`config.mk`:
```
export PLATFORM = sky130hd
export DESIGN_NAME = fp_flt
export DESIGN_NICKNAME = d
export VERILOG_FILES = /design/src/rtl/fp_flt.sv
export SDC_FILE = /design/constraint.sdc
export NUM_CORES = 1
export LEC_CHECK = 0
export CAP_MARGIN = 25
export CORE_MARGIN = 2
export CORE_UTILIZATION = 37
export DETAILED_ROUTE_END_ITERATION = 12
export PLACE_DENSITY = 0.84
export SLEW_MARGIN = 20
export SYNTH_ARGS = -nofsm -noshare
export SYNTH_HDL_FRONTEND = slang
export SYNTH_SLANG_ARGS = --single-unit
```
`constraint.sdc`:
```
create_clock -name clk -period 2.33 [get_ports clk]
set_input_delay 0.466 -clock clk [delete_from_list [all_inputs] [get_ports clk]]
set_output_delay 0.466 -clock clk [all_outputs]
set_load 0.005 [all_outputs]
```
`src/rtl/fp_flt.sv`:
```
// IEEE-754 single-precision "less than" comparator: y = (x1 < x2).
// Subnormals compare exactly, signed zeros are equal, and any NaN operand gives 0.
module fp_flt #(
    parameter bit OUT_REG = 1'b1
) (
    input  logic        clk,
    input  logic        rst,
    input  logic        in_valid,
    input  logic [31:0] x1,
    input  logic [31:0] x2,
    output logic        out_valid,
    output logic        y
);

    // Sign-magnitude ordering. Equal magnitudes fall out as 0 through the strict compares.
    function automatic logic flt_cmp(input logic [31:0] a, input logic [31:0] b);
        logic a_nan;
        logic b_nan;
        logic res;
        a_nan = (a[30:23] == 8'hFF) && (a[22:0] != 23'h0);
        b_nan = (b[30:23] == 8'hFF) && (b[22:0] != 23'h0);
        if (a_nan || b_nan) begin
            res = 1'b0;
        end else if ((a[30:0] == 31'h0) && (b[30:0] == 31'h0)) begin
            res = 1'b0;
        end else if (a[31] != b[31]) begin
            res = a[31];
        end else if (a[31] == 1'b0) begin
            res = (a[30:0] < b[30:0]);
        end else begin
            res = (a[30:0] > b[30:0]);
        end
        return res;
    endfunction

    logic cmp_s;

    // Combinational compare of the current operand pair
    always_comb begin
        cmp_s = flt_cmp(x1, x2);
    end

    if (OUT_REG) begin : g_reg
        logic valid_d, valid_q;
        logic y_d, y_q;

        // Next-state for the output register; y holds while no pair is offered
        always_comb begin
            valid_d = 1'b0;
            y_d     = y_q;
            if (in_valid) begin
                valid_d = 1'b1;
                y_d     = cmp_s;
            end else begin
                valid_d = 1'b0;
                y_d     = y_q;
            end
        end

        // Output register with synchronous reset taking priority over in_valid
        always_ff @(posedge clk) begin
            if (rst) begin
                valid_q <= 1'b0;
                y_q     <= 1'b0;
            end else begin
                valid_q <= valid_d;
                y_q     <= y_d;
            end
        end

        assign out_valid = valid_q;
        assign y         = y_q;
    end else begin : g_comb
        assign out_valid = in_valid & ~rst;
        assign y         = rst ? 1'b0 : cmp_s;
    end

endmodule

```
==> qor.csv <==
stage,metric,value,unit
sta,worst_hold_slack,0.4986,ns
yosys,synth_area_leader_cell,ha_1,
cts,cts_tree,built,
drt,drtPass1Iterations,5,
floorplanning,row_count,19,
pwr,powerDensity,218.9,mW/mm^2
placement,globalplace.congestion,0.9280,
floorplanning,chipWidth,58.12,microns
sta,clock-skew-final,0,ns
yosys,yosys-top-cells-area,"ha_1 (36%), inv_1 (11%), nor4_1 (8.7%)",
cts,numClockSinks,2,
drt,routed_wl,3974,microns
final_layout,antenna_cells,0,
grt,grt_pass1_wl,5865,microns
sta,finalCritPeriodShare,0.9845,
worst_setup_path,reg2regPathDepth,2,
worst_setup_path,path_buf_inv,1,
yosys,ys_seq_area_frac,0.03695,
worst_hold_path,min_path_cells,2,
worst_setup_path,reg2reg_to,y$_SDFFE_PP0P_,
cts,cts_root_buffer,clkbuf_4,
yosys,syn_area,0.001084,sq mm
sta,postLayoutSetupSlackWorst,0.03617,ns
floorplanning,start_util,0.3929,
yosys,synth-edff-count,0,
worst_setup_path,cp_slowest_cell,clkdlybuf4s50_1,
yosys,synth_top_family_by_area,adder cells,
drt,vias,1534,
yosys,yosysWarnings,0,
sta,fmax,0.4360,GHz
grt,gr-usage-all-layers,0.2185,
worst_setup_path,crit_arrival,2.45,ns
drt,drc_errors,0,
worst_hold_path,whs_endpoint,y$_SDFFE_PP0P_,
floorplanning,core_area,0.002758,sq mm
floorplanning,io_pins,69,
final_layout,fin_nets,350,
grt,grt_pass1_vias,1472,
cts,clock_latency,0.24,ns
yosys,async_reset_ff_frac,0,
yosys,muxShareOfSynthArea,0,
pwr,ir_drop,0.2609,mV
cts,clkTransAtPathRegs,0.03,ns
worst_setup_path,endpoint_kind,flip-flop,
worst_setup_path,path_cells,"clkdlybuf4s50_1, ha_4, nand4_4, nor4_4, nand2_2, a311oi_2, a211oi_2, o31ai_2",
yosys,syn-instance-count,154,
yosys,syn-num-nets,252,
pwr,power,466.2,uW
yosys,synthAdderAreaFrac,0.3580,
sta,tightestPinTransition,0.3053,ns
worst_setup_path,crit_family,simple AND/OR/NAND/NOR gates,
worst_setup_path,r2r-start,y$_SDFFE_PP0P_,
worst_setup_path,critPathMaxStageDelay,0.51,ns
yosys,synth_xor_xnor_area_share,0,
drt,routedWlPerCell,14.14,microns
sta,setup_viol,0,
yosys,synth-main-ff-cell,dfxtp_1,
yosys,ys_types,27,
yosys,synth.most_common_cell,inv_1,
final_layout,area_growth,96.54,%
yosys,synthSimpleGateAreaFrac,0.3106,
run_status,outcome,finished clean,
worst_setup_path,timing_worst_setup_path_type,in2reg,
placement,dp.final_hpwl,3144,microns
grt,antenna_found_initial,0,
final_layout,drive_above_1_share,0.1960,
grt,grt_max_degree,4,
drt,via_per_inst,5.459,
final_layout,fin_area,0.002130,sq mm
cts,cts_setup_buffers,0,
drt,drtAntennaViolNets,0,
cts,cts_hold_buf,0,
cts,cts_buffers,3,
yosys,synth_top_area_share,0.3580,
cts,htreeDepth,1,
sta,hold_viol_final,0,
sta,slew_headroom,0.7946,
yosys,synth_common_cells,"inv_1 (33), ha_1 (31), nor4_1 (15)",
yosys,synth_compound_gate_area_share,0.1801,
cts,cts_buffer_depth,2,
yosys,syn_area_per_cell,7.036,sq um
sta,maxSlewViolCount,0,
placement,dpl_cell_area,0.001991,sq mm
worst_hold_path,hold_start,y$_SDFFE_PP0P_,
drt,drt_iter0_markers,87,
worst_hold_path,hold_path_class,reg2reg,
worst_setup_path,crit_path_max_fanout,3,
pwr,power_leakage,0.9756,nW
worst_setup_path,crit_required,2.48,ns
yosys,synth-seq-cells,2,
worst_setup_path,cp-start-kind,input port,
placement,dp_slack,-0.2621,ns
floorplanning,dieHeight,58.12,microns
floorplanning,dieArea,0.003377,sq mm
sta,layout_min_cycle_time,2.294,ns
placement,portBuffers,68,
grt,overflow,0,
worst_setup_path,reg2reg_slack,1.75,ns
job,drv_cap,0,
through the flow:
stage / TNS (ns) / utilization / std cells
final: 0 / 0.7722 / 281
after detailed placement: -0.2621 / 0.7219 / 278
after CTS: 0 / 0.7300 / 281
after floorplan: 0 / - / 154
after global routing: -0.05794 / 0.7722 / 281
after global placement: -0.2203 / 0.7219 / 278
repair_timing:
| action | in CTS | in global routing |
|---|---|---|
| cloned | 0 | 0 |
| endpoints found under the setup margin | 1 | 1 |
| gates resized for setup | 0 | 21 |
| pin swaps | 1 | 10 |
placed cells by master (no fill, tap or decap), types with 2 or more instances in the layout:
cell             Yosys  routed
dlymetal6s2s_1       0       3
inv_1               33      31
nor2_1               8       7
dfxtp_1              2       2
a21oi_1             13      11
nor3_1               2       2
buf_4                0      25
o31ai_2              1       2
nand3_1              4       4
o21ai_0              4       2
clkbuf_4             0       3
a211oi_2             0       2
nand4_1             10      10
inv_2                0       2
ha_4                 0       5
nor4_2               0       2
ha_1                31      26
o21ai_1              1       3
o31ai_1              3       2
a21oi_2              0       2
nor4_1              15      13
clkdlybuf4s50_1      0      65
nand2_1             11      11
logic make-up (layout without fill, tap and decap cells):
logic type,Yosys count,in the layout
AND/OR/NAND/NOR,58,58
AO/OA/AOI/OAI,30,30
flip-flops,2,2
buffers and inverters,33,129
adder cells (fa/ha/maj),31,31
report_power, final:
part / switching [mW] / internal, mW / leakage, nW
sequential: 0.00107 / 0.0370 / 0.0166
clock: 0.0270 / 0.0574 / 0.0138
combinational: 0.140 / 0.204 / 0.945
layout make-up:
type                       count  area, sq um
sequential                     2        40.04
timing repair buffer          93        875.8
clock buffer                   3        22.52
inverter                      33        123.9
tap                           31        38.79
multi-input combinational    119         1028
fill                         195        628.1
metal layers:
metal  vias up  GRT usage  share of wire
met1       685     0.2627           0.39
met3        12    0.05804          0.074
met4         0    0.05980          0.019
li1        764          -              -
met2        73     0.3815           0.52
met5         -          0              0
worst min-delay path: stages, from the launching register on:
cell	delay [ns]
dfxtp_1	0.32
nand2_1	0.08
o31ai_2	0.06
state kept, by name, indices dropped and copies added (netlist names):
register	cells
out_valid	1
y	1
worst max-delay path by stage:
stage / from / endpoint / slack [ns] / depth (start not counted)
global placement: x2[30] / y$_SDFFE_PP0P_ / -0.22 / 9
CTS: x2[30] / y$_SDFFE_PP0P_ / 0.03 / 10
global route: x1[24] / y$_SDFFE_PP0P_ / -0.06 / 8
floorplan: x2[29] / y$_SDFFE_PP0P_ / 0.42 / 8
finish: x1[30] / y$_SDFFE_PP0P_ / 0.04 / 8
detailed placement: x2[30] / y$_SDFFE_PP0P_ / -0.26 / 9
Power figures use the tool's default switching activity.
